**src/rtl/tdm_demux_4ch.sv**
```systemverilog
// tdm_demux_4ch: four-channel TDM receive demultiplexer.
// Serial bits are steered round-robin into four per-channel shift registers,
// aligned by SYNC. A complete frame set is presented on Y with a valid/ready
// handshake.
// Optional feature macro: TDM_DEMUX_PARITY_EN (adds an even-parity bit per word).
module tdm_demux_4ch #(
  parameter int unsigned W = 4
) (
  input  logic           clk,
  input  logic           rst_n,
  input  logic           EN,
  input  logic           D,
  input  logic           SYNC,
  input  logic           READY,
  output logic [4*W-1:0] Y,
  output logic           VALID,
  output logic           LOCK,
  output logic           SYNC_ERR,
  output logic           OVF,
  output logic           PERR
);

`ifdef TDM_DEMUX_PARITY_EN
  localparam int unsigned WL = W + 1;
`else
  localparam int unsigned WL = W;
`endif

  typedef enum logic {HUNT, LOCKED} state_t;

  state_t          state, state_nxt;
  logic [1:0]      slot;
  logic [1:0]      eff_slot;
  logic [4:0]      bitcnt;
  logic [WL-1:0]   sr     [4];
  logic [WL-1:0]   sr_nxt [4];
  logic [4*W-1:0]  y_nxt;
  logic            start;
  logic            shift;
  logic            sync_err;
  logic            complete;
  logic            perr_nxt;

  // State register
  always_ff @(posedge clk) begin
    if (!rst_n) state <= HUNT;
    else        state <= state_nxt;
  end

  // Next-state logic: the first SYNC sample acquires lock; lock is kept until reset
  always_comb begin
    state_nxt = state;
    if (state == HUNT && EN && SYNC) state_nxt = LOCKED;
  end

  // FSM outputs
  always_comb begin
    LOCK = (state == LOCKED);
  end

  // Sample classification and next shift-register contents.
  // A restart (acquire or resync) is treated as slot 0, bit 0; stale bits of the
  // other channels are shifted out before the next completion, so no clear is needed.
  always_comb begin
    start    = EN && SYNC && (state == HUNT || slot != 2'd0);
    sync_err = EN && SYNC && (state == LOCKED) && (slot != 2'd0);
    shift    = EN && (state == LOCKED || SYNC);
    eff_slot = start ? 2'd0 : slot;
    complete = EN && (state == LOCKED) && !start && (slot == 2'd3)
               && (bitcnt == 5'(WL - 1));
    y_nxt    = '0;
    perr_nxt = 1'b0;
    for (int unsigned i = 0; i < 4; i++) begin
      sr_nxt[i] = sr[i];
      if (shift && eff_slot == 2'(i)) sr_nxt[i] = {D, sr[i][WL-1:1]};
      y_nxt[i*W +: W] = sr_nxt[i][W-1:0];
`ifdef TDM_DEMUX_PARITY_EN
      if (^sr_nxt[i]) perr_nxt = 1'b1;
`endif
    end
  end

  // Slot/bit counters and channel shift registers
  always_ff @(posedge clk) begin
    if (!rst_n) begin
      slot   <= '0;
      bitcnt <= '0;
      for (int unsigned i = 0; i < 4; i++) sr[i] <= '0;
    end else if (shift) begin
      for (int unsigned i = 0; i < 4; i++) sr[i] <= sr_nxt[i];
      slot <= eff_slot + 2'd1;
      if (start)                 bitcnt <= '0;
      else if (complete)         bitcnt <= '0;
      else if (slot == 2'd3)     bitcnt <= bitcnt + 5'd1;
    end
  end

  // Output word register, valid/ready handshake and error pulses
  always_ff @(posedge clk) begin
    if (!rst_n) begin
      Y        <= '0;
      VALID    <= 1'b0;
      SYNC_ERR <= 1'b0;
      OVF      <= 1'b0;
    end else begin
      SYNC_ERR <= sync_err;
      OVF      <= 1'b0;
      if (complete && (!VALID || READY)) begin
        Y     <= y_nxt;
        VALID <= 1'b1;
      end else if (complete) begin
        OVF <= 1'b1;
      end else if (READY) begin
        VALID <= 1'b0;
      end
    end
  end

`ifdef TDM_DEMUX_PARITY_EN
  // Parity error pulse accompanies delivery of a word with a bad channel
  always_ff @(posedge clk) begin
    if (!rst_n) PERR <= 1'b0;
    else        PERR <= complete && (!VALID || READY) && perr_nxt;
  end
`else
  assign PERR = 1'b0;
`endif

endmodule

```
**config.mk**
```make
export PLATFORM = sky130hd
export DESIGN_NAME = tdm_demux_4ch
export DESIGN_NICKNAME = d
export VERILOG_FILES = /design/src/rtl/tdm_demux_4ch.sv
export SDC_FILE = /design/constraint.sdc
export NUM_CORES = 1
export LEC_CHECK = 0
export ABC_AREA = 1
export BUFFER_PORTS_ARGS = -buffer_cell sky130_fd_sc_hd__buf_4
export CORE_MARGIN = 3
export CORE_UTILIZATION = 26
export DETAILED_ROUTE_END_ITERATION = 16
export PLACE_DENSITY = 0.48
export SLEW_MARGIN = 20
export SYNTH_ARGS = -nofsm -noshare
export SYNTH_HDL_FRONTEND = slang
export SYNTH_SLANG_ARGS = --single-unit
```
**constraint.sdc**
```tcl
create_clock -name clk -period 2.6 [get_ports clk]
set_input_delay 0.13 -clock clk [delete_from_list [all_inputs] [get_ports clk]]
set_output_delay 0.13 -clock clk [all_outputs]
set_load 0.02 [all_outputs]
```
* Word-level counts from Yosys, hierarchy flattened
Memory sizes are Yosys's and may differ from the RTL's. Index checks and enable logic that the tools add are counted.
Word-level totals: register bits after elaboration 27, output and inout port bits 21, bits in writable memories 16, memories 1
Operators by class: bitwise gates (word level) 6, equality and inequality tests 6, add/subtract/negate cells 2, multiplexer cells 20, reductions and logical operators 28
Memory list:
- sr | depth 4, width 4, rd ports 4, clocked after Yosys merged registers in 0, wr ports 4, line 35 | logic [WL-1:0] sr [4];
Operator list (count):
- $mux W4 | 8
- $logic_and A1 B1 Y1 | 16
- $mux W5 | 3
- $mux W1 | 8
- $eq A2 B2 Y1 const B | 3
- $add A5 B1 Y5 const B | 1
- $eq A5 B2 Y1 const B | 1
- $or A1 B1 Y1 | 4
- $reduce_and A2 Y1 | 2
- $reduce_bool A2 Y1 | 2
- $logic_or A1 B1 Y1 | 3
- $reduce_bool A3 Y1 | 1
- $add A2 B1 Y2 const B | 1
- $eq A2 B1 Y1 const B | 1
- $logic_not A1 Y1 | 2
- $logic_not A2 Y1 | 1
- $mux W2 | 1
- $ne A2 B1 Y1 const B | 1
- $not A1 Y1 | 2
- $reduce_or A2 Y1 | 1

* Logic depth before layout (Yosys ltp)
Gate-level depths: netlist of the first run.
depth after elaboration 10, mapped depth 11, gate-level depth less buffers 11

* Worst setup path after synthesis of the first run
No wires, ideal clock.
path type reg-to-reg, from register state (netlist: LOCK), to memory sr[0][0] in the netlist's numbering, enable pin, arrival time 1.390 ns, library setup time 0.374 ns, buffers on the path 1, required time 2.226 ns, slack 0.836 ns, stages on the path, launching flop included 6, path through dfxtp_1 > nand2_2 > nand2_2 > buf_2 > inv_1 > nand2_1
RTL lines:
- start, declared | line 31 | state_t state, state_nxt;
- start signal, assigned | line 47 | else state <= state_nxt;
- end, declared | line 35

* Final worst setup path of the first run
from register slot[0], to register Y[11]
Between the ends: longest elaborated chain between the ends 8
RTL lines:
- start, declared | line 32 | logic [1:0] slot;
- start signal, assigned | line 91 | slot <= eff_slot + 2'd1;
- branches (longest 8 deep; another with $mux W4)
- end signal, assigned | line 109 | Y <= y_nxt;
- end, declared | line 15 | output logic [4*W-1:0] Y,
Parallel ways; which one is timed is not known. A chain may end at the register's enable or synchronous reset.

==> results of run 1 <==
through the flow:
stage / cell area, sq um / setup slack (ns) / total power (uW)
after CTS: 2633 / 0.7841 / 1324
after global routing: 2633 / 0.5023 / 1376
after detailed placement: 2552 / 0.8028 / 907.7
after floorplan: 2300 / 0.8360 / 874.6
final: 2633 / 0.7804 / 1297
after global placement: 2552 / 0.8306 / 907.7
cells in the final DEF, fill, tap and decap left out, types with 4 or more instances in the layout:
cell type and n:
dfxtp_1 27, nand3_1 36, nand2_2 4, inv_1 64, edfxtp_1 16, nor2_1 42, ha_1 5, nand2_1 89
clkbuf_8 5, buf_4 27
Yosys cell counts, types with 3 or more instances:
cell      count  area, sq um
edfxtp_1     16        480.5
nor2_1       42        157.7
nand2_2       4        25.02
nand3_1      36        180.2
nand2_1      89        334.1
ha_1          5        62.56
dfxtp_1      27        540.5
a21oi_1       3        15.01
buf_6         3        33.78
inv_1        64        240.2
nand3_2       3        30.03
layer usage:
| metal | track usage [%] | up-vias | wire [microns] | share of wire (%) |
|---|---|---|---|---|
| li1 | - | 992 | - | - |
| met1 | 13.21 | 802 | 2281 | 49 |
| met2 | 16.68 | 22 | 2154 | 46 |
| met3 | 2.432 | 6 | 176 | 3.8 |
| met4 | 3.731 | 0 | 78 | 1.7 |
| met5 | 0 | - | 0 | 0 |
critical path: cells and delay by family (launching register included):
kind                     cells  cell delay (ns)
AO/OA/AOI/OAI                1             0.11
adder cells (fa/ha/maj)      1             0.27
buffers and inverters        1             0.10
flip-flops                   1             0.33
AND/OR/NAND/NOR              8             0.90
cells by family after synthesis:
kind of cell	Yosys count	synth area share (%)
adders and majority gates	5	2.720
xor gates and xnor gates	2	0.7618
DFF	43	44.40
other	1	0.1631
AOI/OAI and AO/OA	7	1.741
buffers and inverters	76	14.31
and+or+nand+nor	182	35.91
report_power, final:
| part | leakage, uW | switching (uW) | internal [uW] |
|---|---|---|---|
| logic | 0.000847 | 107 | 46.7 |
| registers | 0.000391 | 10.4 | 726 |
| clock network | 0.0000403 | 224 | 184 |
sequential cells by signal, indices dropped and copies added (netlist names):
| signal | count |
|---|---|
| SYNC_ERR | 1 |
| OVF | 1 |
| slot | 2 |
| LOCK | 1 |
| bitcnt | 5 |
| VALID | 1 |
| sr | 16 |
| Y | 16 |
final cells by class:
class,instances,area [sq um]
Fill cell,929,5749
Sequential cell,43,1021
Multi-Input combinational cell,197,949.7
Inverter,66,247.7
Timing Repair Buffer,27,202.7
Tap cell,105,131.4
Clock buffer,6,72.57
Clock inverter,2,7.507
worst paths after layout:
path              slack [ns]  depth (start not counted)            endpoint
setup reg to reg        0.78                         11  Y[11]$_SDFFE_PN0P_
hold reg to reg         0.51                          4   Y[7]$_SDFFE_PN0P_
setup / recovery        0.78                         11  Y[11]$_SDFFE_PN0P_
hold / removal          0.14                          4  VALID$_SDFFE_PN0P_
==> out/metrics.cfg, run 1 <==
[clock_network]
clk_latency_ns=0.29
cts-root-buf=clkbuf_8
cts_buffer_depth=2
h-tree-depth=2
cts_tree=yes
post_cts_buffers=0
clock_sinks=43
cts_resized=0
cts_hold_buf=0
cts_buffers=5
clk_pin_slew_ns=0.08

[layout]
n_antenna_cell=0
fin_util_pct=31.41
drive_gt1_share_pct=14.37
syn2layout_area_growth_pct=14.47
final_cells=446
nets=351

[global_route]
grt_use_total_pct=10.23
grt_start_max_net_pins=27
overflow=0
grt_pass1_vias=1766
grt_pass1_wl_microns=8266
antenna_found_initial=0

[routing]
wirelength_microns=4690
drc=0
drtIter0Drc=34
antenna_left=0
vias_per_cell=4.085
vias=1822
wl_per_cell_microns=10.52
drtPass1Iterations=4

[worst_setup_path]
reg2reg_from=slot[0]$_SDFFE_PN0P_
startpoint_type=flop
endpoint_kind=flop
cp.required_ns=2.79
crit_chain=nor2_2, a21oi_2, nor2_1, inv_1, ha_1, nand2_1, nand2_1, nand2_1, nand3_1, nand2_1, nor2_1
cp-startpoint=slot[0]$_SDFFE_PN0P_
cpMostUsedCell=nand2_1
cp.arrival_ns=2.01
critical_path_peak_fanout=5
critPathSlowestCell=dfxtp_1
path_class=reg2reg
cp_slowest_stage_delay_ns=0.33

[yosys]
syn-num-nets=327
ys_async_sr_fraction_pct=0
yosysSeqAreaShare_pct=44.40
syn_inst=316
ys.flop_type=dfxtp_1
yosys_register_bits=43
yosys_warnings=0
synth.distinct_cells=29
synth-edff-count=16
syn_avg_cell_area_sq_um=7.278
syn_area_sq_mm=0.002300

[timing]
hold_viol_final=0
setup_viol=0
tns_ns=0
fmax_ghz=0.5496
finalCritPeriodShare_pct=69.99
final_max_slew_viol_count=0
fin_crit_ns=1.820
rsz0062_at_grt=no
whs_ns=0.1362
fin_skew_ns=0.002573

[floorplanning]
start_util_pct=27.44
num_rows=33
fp.dieH_microns=100.0
die-area_sq_mm=0.01001
die_x_microns=100.0
pin_count=27
placeableCoreArea_sq_mm=0.008382

[pwr]
power.density_mw_per_mm2=492.9
ir_drop_mv=0.1790
leakagePower_uw=0.001279

[hold_path]
hold_path_class=in2reg
holdCritStartpoint=READY

[placed_design]
gp_congestion=0.7547
place_inst=438
io_buffers=25
hpwlAfterDp_microns=3184

[outcome]
status=complete, no violations

[run]
cap_violations=0

Power figures use the tool's default switching activity.
==> run 2, diff against run 1 <==
--- a/config.mk
+++ b/config.mk
@@ -10,7 +10,7 @@
 export CORE_MARGIN = 3
 export CORE_UTILIZATION = 26
 export DETAILED_ROUTE_END_ITERATION = 16
-export PLACE_DENSITY = 0.48
+export PLACE_DENSITY = 0.49
 export SLEW_MARGIN = 20
 export SYNTH_ARGS = -nofsm -noshare
 export SYNTH_HDL_FRONTEND = slang
==> constraint.sdc (replaced) <==
create_clock -name clk -period 1.5 [get_ports clk]
set_input_delay 0.075 -clock clk [delete_from_list [all_inputs] [get_ports clk]]
set_output_delay 0.075 -clock clk [all_outputs]
set_load 0.02 [all_outputs]
==> out/metrics.cfg, run 2 (same netlist as run 1, synthesis figures left out) <==
[global_route]
grt_use_total_pct=10.56  ; +0.33 points
grt_pass1_wl_microns=8438  ; +2.1%
overflow=0  ; unchanged
antenna_found_initial=0  ; unchanged
grt_pass1_vias=1753  ; -0.74%
grt_start_max_net_pins=27  ; unchanged

[routing]
drtIter0Drc=71  ; +110%
vias_per_cell=4.127  ; +1.0%
wirelength_microns=5093  ; +8.6%
drtPass1Iterations=4  ; unchanged
antenna_left=0  ; unchanged
vias=1919  ; +5.3%
wl_per_cell_microns=10.95  ; +4.2%
drc=0  ; unchanged

[run]
cap_violations=0  ; unchanged

[timing]
fmax_ghz=0.6426  ; +17%
finalCritPeriodShare_pct=103.7  ; +34 points
rsz0062_at_grt=yes
fin_crit_ns=1.556  ; -0.2634 ns
worst_slack_ns=-0.05624  ; -0.8366 ns
setup_viol=21  ; +21
fin_skew_ns=0.01021  ; +0.007636 ns
whs_ns=0.04606  ; -0.09011 ns
final_max_slew_viol_count=0  ; unchanged
hold_viol_final=0  ; unchanged

[hold_path]
hold_path_class=in2reg
whs_endpoint=OVF$_SDFF_PP0_
worstHoldPathCells=4  ; unchanged
holdCritStartpoint=READY

[floorplanning]
start_util_pct=27.44  ; unchanged
pin_count=27  ; unchanged
die-area_sq_mm=0.01001  ; unchanged
fp.dieH_microns=100.0  ; unchanged
num_rows=33  ; unchanged
die_x_microns=100.0  ; unchanged
placeableCoreArea_sq_mm=0.008382  ; unchanged

[placed_design]
hpwlAfterDp_microns=3370  ; +5.8%
pre_cts_slack_ns=-0.09270  ; -0.8955 ns
io_buffers=25  ; unchanged
gp_congestion=0.7906  ; +4.8%

[clock_network]
cts_buffers=5  ; unchanged
cts_buffer_depth=2  ; unchanged
cts-root-buf=clkbuf_8
h-tree-depth=2  ; unchanged
clk_pin_slew_ns=0.09  ; about the same
clock_sinks=43  ; unchanged
clk_latency_ns=0.30  ; about the same
cts_tree=yes

[pwr]
comb_power_share_pct=16.0  ; +4.2 points
ir_drop_mv=0.3047  ; +70%
clockPowerShare_pct=31.0  ; -0.4 points
leakagePower_uw=0.001429  ; +12%
power.density_mw_per_mm2=800.5  ; +62%
pwr-share-seq_pct=53.0  ; -3.8 points
switchingPower_uw=675.6  ; +98%
switching_share_pct=28.03  ; +1.7 points
design_power_total_uw=2411  ; +86%
internal-power_uw=1735  ; +81%

[layout]
reg.largest.list=Y x16, sr x16, bitcnt x5
n_antenna_cell=0  ; unchanged
drive_gt1_share_pct=30.28  ; +16 points
final_common_cell=nand2_1
final_cell_mix=69 x nand2_1, 62 x inv_1, 41 x buf_4
nets=370  ; +5.4%
syn2layout_area_growth_pct=30.96

[worst_setup_path]
cp.required_ns=1.55  ; -1.24 ns
path_class=reg2reg
r2r_slack_ns=-0.06  ; -0.84 ns
cp.arrival_ns=1.61  ; -0.40 ns
critical_path_peak_fanout=4  ; -1
endpoint_kind=flop
reg2reg_from=slot[1]$_SDFFE_PN0P_
r2r_end=sr[3][0]$_SDFFCE_PN0P_
r2r_cells=8  ; -3
startpoint_type=flop

[outcome]
violations=negative setup slack
status=finished, violations left

run 2: changes by cell type in the layout (fill, tap and decap cells not counted), moves of 4 or more:
cell | before | now
nand2_1 | 89 | 69
ha_4 | 0 | 4
buf_12 | 0 | 4
dfxtp_2 | 0 | 4
buf_4 | 27 | 41
nor2_1 | 42 | 37
dfxtp_1 | 27 | 23
ha_1 | 5 | 0
nand2_2 | 4 | 21
run 2: layout make-up:
cell class                      count  area, sq um
Clock buffer                        6        72.57
Clock inverter                      2        12.51
Fill cell                         890         5370
Inverter                           66        252.7
Multi-Input combinational cell    197         1117
Sequential cell                    43         1026
Tap cell                          105        131.4
Timing Repair Buffer               46        399.1
run 2: worst max path at each step:
stage,start,endpoint,depth (start not counted)
2_1_floorplan,slot[1]$_SDFFE_PN0P_,sr[2][1]$_SDFFCE_PN0P_,9
3_3_place_gp,slot[1]$_SDFFE_PN0P_,sr[0][2]$_SDFFCE_PN0P_,9
3_5_place_dp,slot[1]$_SDFFE_PN0P_,sr[2][2]$_SDFFCE_PN0P_,9
4_1_cts,slot[0]$_SDFFE_PN0P_,Y[13]$_SDFFE_PN0P_,10
5_1_grt,slot[1]$_SDFFE_PN0P_,sr[2][2]$_SDFFCE_PN0P_,9
6_report,slot[1]$_SDFFE_PN0P_,sr[3][0]$_SDFFCE_PN0P_,8
run 2: power by group through the flow:
stage	logic, uW	registers, uW	clock network (uW)
after detailed placement	322	1300	0
after global placement	320	1300	0
final	385	1280	747
after CTS	346	1280	781
after floorplan	220	1300	0
after global routing	428	1290	835
run 2: metrics by stage:
step / util, % / area, sq um / std cells / TNS, ns
floorplan: - / 2321 / 316 / -0.02354
global placement: 32.23 / 2701 / 450 / -0.2565
detailed placement: 32.23 / 2701 / 450 / -1.759
CTS: 34.03 / 2853 / 460 / -0.01817
global route: 35.93 / 3012 / 465 / -3.142
finish: 35.93 / 3012 / 465 / -0.6353
run 2: metal layers:
layer	share of wire, %	vias up	track usage (%)
met4	1.1	0	3.731
met5	0	-	0
met1	48	857	13.99
li1	-	1029	-
met3	4.2	6	2.363
met2	47	27	16.98
run 2: critical path: stages, from the launching register on:
cell and delay, ns:
dfxtp_2 0.34, nor2_4 0.13, a21oi_4 0.09, nor2_4 0.23
ha_4 0.21, buf_6 0.11, nand3_2 0.08, nand2_2 0.08
nor2_2 0.04
run 2: timing repair:
action / 4_1_cts / 5_1_grt
setup endpoints to repair: 32 / 35
buffers inserted: 2 / 5
hold buffers: 0 / 0
pin swaps: 4 / 30
resized for setup: 13 / 31
==> run 3, diff against run 2 <==
--- a/config.mk
+++ b/config.mk
@@ -5,7 +5,6 @@
 export SDC_FILE = /design/constraint.sdc
 export NUM_CORES = 1
 export LEC_CHECK = 0
-export ABC_AREA = 1
 export BUFFER_PORTS_ARGS = -buffer_cell sky130_fd_sc_hd__buf_4
 export CORE_MARGIN = 3
 export CORE_UTILIZATION = 26
==> out/metrics.cfg, run 3 <==
[global_route]
grt.met1_usage_pct=16.45  ; +2.5 points
grt_start_max_net_pins=22  ; -19%
met2_usage_pct=19.68  ; +2.7 points
grt_most_used_layer=met2
grt_use_total_pct=12.30  ; +1.7 points
overflow=0  ; unchanged
grt_pass1_vias=1942  ; +11%
use_met3_pct=2.735  ; +0.37 points
grt_pass1_wl_microns=9687  ; +15%
antenna_found_initial=0  ; unchanged

[floorplanning]
die-area_sq_mm=0.009897  ; -1.1%
fp.dieH_microns=99.49  ; -0.56%
die_x_microns=99.49  ; -0.56%
pin_count=27  ; unchanged
num_rows=33  ; unchanged
start_util_pct=27.24  ; -0.19 points
placeableCoreArea_sq_mm=0.008341  ; -0.49%

[timing]
tns_ns=0  ; +0.6353 ns
rsz0062_at_grt=yes
setup_viol=0  ; -100%
fin_skew_ns=0.006165  ; -0.004044 ns
final_max_slew_viol_count=0  ; unchanged
finalCritPeriodShare_pct=99.49  ; -4.3 points
whs_ns=0.08223  ; +0.03617 ns
fmax_ghz=0.6701  ; +4.3%
fin_crit_ns=1.492  ; -0.06394 ns
hold_viol_final=0  ; unchanged

[layout]
fin_util_pct=36.68  ; +0.75 points
n_antenna_cell=0  ; unchanged
final_common_cell=buf_4
reg.largest.list=Y x16, sr x16, bitcnt x5
final_cell_mix=57 x buf_4, 24 x dfxtp_1, 20 x nand2_1, 20 x nor2_1, 19 x nand3_1
final_area_sq_mm=0.003059  ; +1.6%
syn2layout_area_growth_pct=34.64
final_cells=384  ; -17%
drive_gt1_share_pct=37.28  ; +7.0 points
nets=289  ; -22%

[yosys]
ys.flop_type=dfxtp_1
yosys_warnings=0  ; unchanged
synth-edff-count=16  ; unchanged
syn_inst=231  ; -27%
netlist.area_leader.share_pct=23.79  ; +0.28 points
yosys.area.top_type=dfxtp_1
yosysSeqAreaShare_pct=44.93  ; +0.54 points
synth_commonest_cells=27 x dfxtp_1, 21 x nand2_1, 20 x nor2_1, 19 x nand3_1
synth.distinct_cells=39  ; +34%
syn_area_sq_mm=0.002272  ; -1.2%
synthTopCellsByArea=dfxtp_1 24%, edfxtp_1 21%, mux2i_1 7.9%
syn_avg_cell_area_sq_um=9.836  ; +35%
ys_async_sr_fraction_pct=0  ; unchanged
synth_most_common_cell=dfxtp_1
syn-num-nets=242  ; -26%
yosys_register_bits=43  ; unchanged

[pwr]
power.density_mw_per_mm2=766.3  ; -4.3%
leakagePower_uw=0.001101  ; -23%
ir_drop_mv=0.2609  ; -14%

[worst_setup_path]
cp_slowest_stage_delay_ns=0.35  ; about the same
critPathBufInv=2  ; +1
reg2reg_from=bitcnt[1]$_SDFFE_PN0P_
r2r_slack_ns=0.008  ; +0.06 ns
cp.arrival_ns=1.66  ; +0.05 ns
crit_chain=ha_4, nor4b_4, buf_4, and4_4, buf_8, a311oi_2
r2r_end=Y[15]$_SDFFE_PN0P_
startpoint_type=flop
cp-startpoint=bitcnt[1]$_SDFFE_PN0P_
r2r_cells=6  ; -2
critPathSlowestCell=dfxtp_2
critical_path_peak_fanout=7  ; +3
endpoint_kind=flop
critPathTopFamily=simple AND/OR/NAND/NOR gates
cp.required_ns=1.67  ; +0.12 ns
path_class=reg2reg

[hold_path]
worstHoldPathCells=2  ; -2
whs_endpoint=bitcnt[2]$_SDFFE_PN0P_
holdCritStartpoint=EN
hold_path_class=in2reg

[outcome]
status=complete, no violations

[routing]
vias=1990  ; +3.7%
drtIter0Drc=55  ; -23%
drtPass1Iterations=4  ; unchanged
wl_per_cell_microns=15.70  ; +43%
antenna_left=0  ; unchanged
wirelength_microns=6027  ; +18%
vias_per_cell=5.182  ; +26%
drc=0  ; unchanged

[clock_network]
cts_buffer_depth=2  ; unchanged
h-tree-depth=2  ; unchanged
cts_buffers=5  ; unchanged
clk_pin_slew_ns=0.08  ; about the same
cts_tree=yes
clk_latency_ns=0.29  ; about the same
cts-root-buf=clkbuf_8
cts_hold_buf=0  ; unchanged
clock_sinks=43  ; unchanged

[placed_design]
post_dp_cell_area_sq_mm=0.002750  ; +1.8%
place_inst=371  ; -18%
hpwlAfterDp_microns=4179  ; +24%
gp_congestion=0.7813  ; -1.2%
io_buffers=25  ; unchanged

[run]
cap_violations=0  ; unchanged

[run 3: cell count changes after synthesis, sizes merged, moves of 4 or more]
cell / before / now
a311oi: 0 / 17
a31oi: 0 / 4
a41oi: 0 / 18
buf: 9 / 14
clkbuf: 1 / 11
inv: 66 / 7
mux2i: 0 / 18
nand2: 95 / 21
nand3: 39 / 19
nor2: 46 / 20
o211ai: 0 / 6
[run 3: report_power, final]
group	switching, uW	internal, uW
clock network	398	370
registers	30.1	1250
logic	174	124
[run 3: cells by family (layout without fill, tap and decap cells)]
| group | count (synthesis) | count (layout) | share of synthesized area [%] |
|---|---|---|---|
| buffers and inverters | 32 | 80 | 8.039 |
| other | 1 | 1 | 0.1650 |
| and+or+nand+nor | 77 | 77 | 16.85 |
| muxes | 18 | 18 | 7.929 |
| DFF | 43 | 43 | 44.93 |
| AOI/OAI and AO/OA | 55 | 55 | 19.33 |
| adders and majority gates | 5 | 5 | 2.753 |
[run 3: how the worst max path moves through the flow]
stage                              end  slack (ns)  cells past startpoint
finish              Y[15]$_SDFFE_PN0P_       0.008                      6
global route         Y[9]$_SDFFE_PN0P_       -0.07                      6
CTS                  Y[6]$_SDFFE_PN0P_       -0.01                      5
detailed placement   Y[8]$_SDFFE_PN0P_       -0.05                      7
global placement     Y[8]$_SDFFE_PN0P_       -0.02                      7
floorplan           Y[10]$_SDFFE_PN0P_       -0.07                      6
[run 3: worst register-to-register path, cell delays in order (launching register included)]
cell      delay, ns
dfxtp_2        0.35
ha_4           0.14
nor4b_4        0.19
buf_4          0.19
and4_4         0.26
buf_8          0.14
a311oi_2       0.10
[run 3: cell type report]
cell class | instances | area (sq um)
tap | 105 | 131.4
clock inverter | 1 | 3.754
timing repair buffer | 65 | 543.0
sequential | 43 | 1025
clock buffer | 7 | 86.33
fill | 871 | 5281
inverter | 7 | 26.28
multi-input combinational | 156 | 1244
[run 3: stage by stage]
stage	setup slack [ns]	total power [uW]
2_1_floorplan	-0.07427	1471
3_3_place_gp	-0.02114	1575
3_5_place_dp	-0.04989	1575
4_1_cts	-0.01121	2352
5_1_grt	-0.06593	2467
6_report	0.007702	2344
[run 3: timing repair]
action	CTS	global route
buffers inserted	1	3
gates resized for setup	4	34
gates cloned	0	1
pin swaps	8	23
endpoints found under the setup margin	12	35
[run 3: layer usage]
layer | up-vias | share of wire, %
met4 | 0 | 1.5
met1 | 963 | 47
li1 | 981 | -
met3 | 7 | 3.5
met2 | 39 | 48
met5 | - | 0
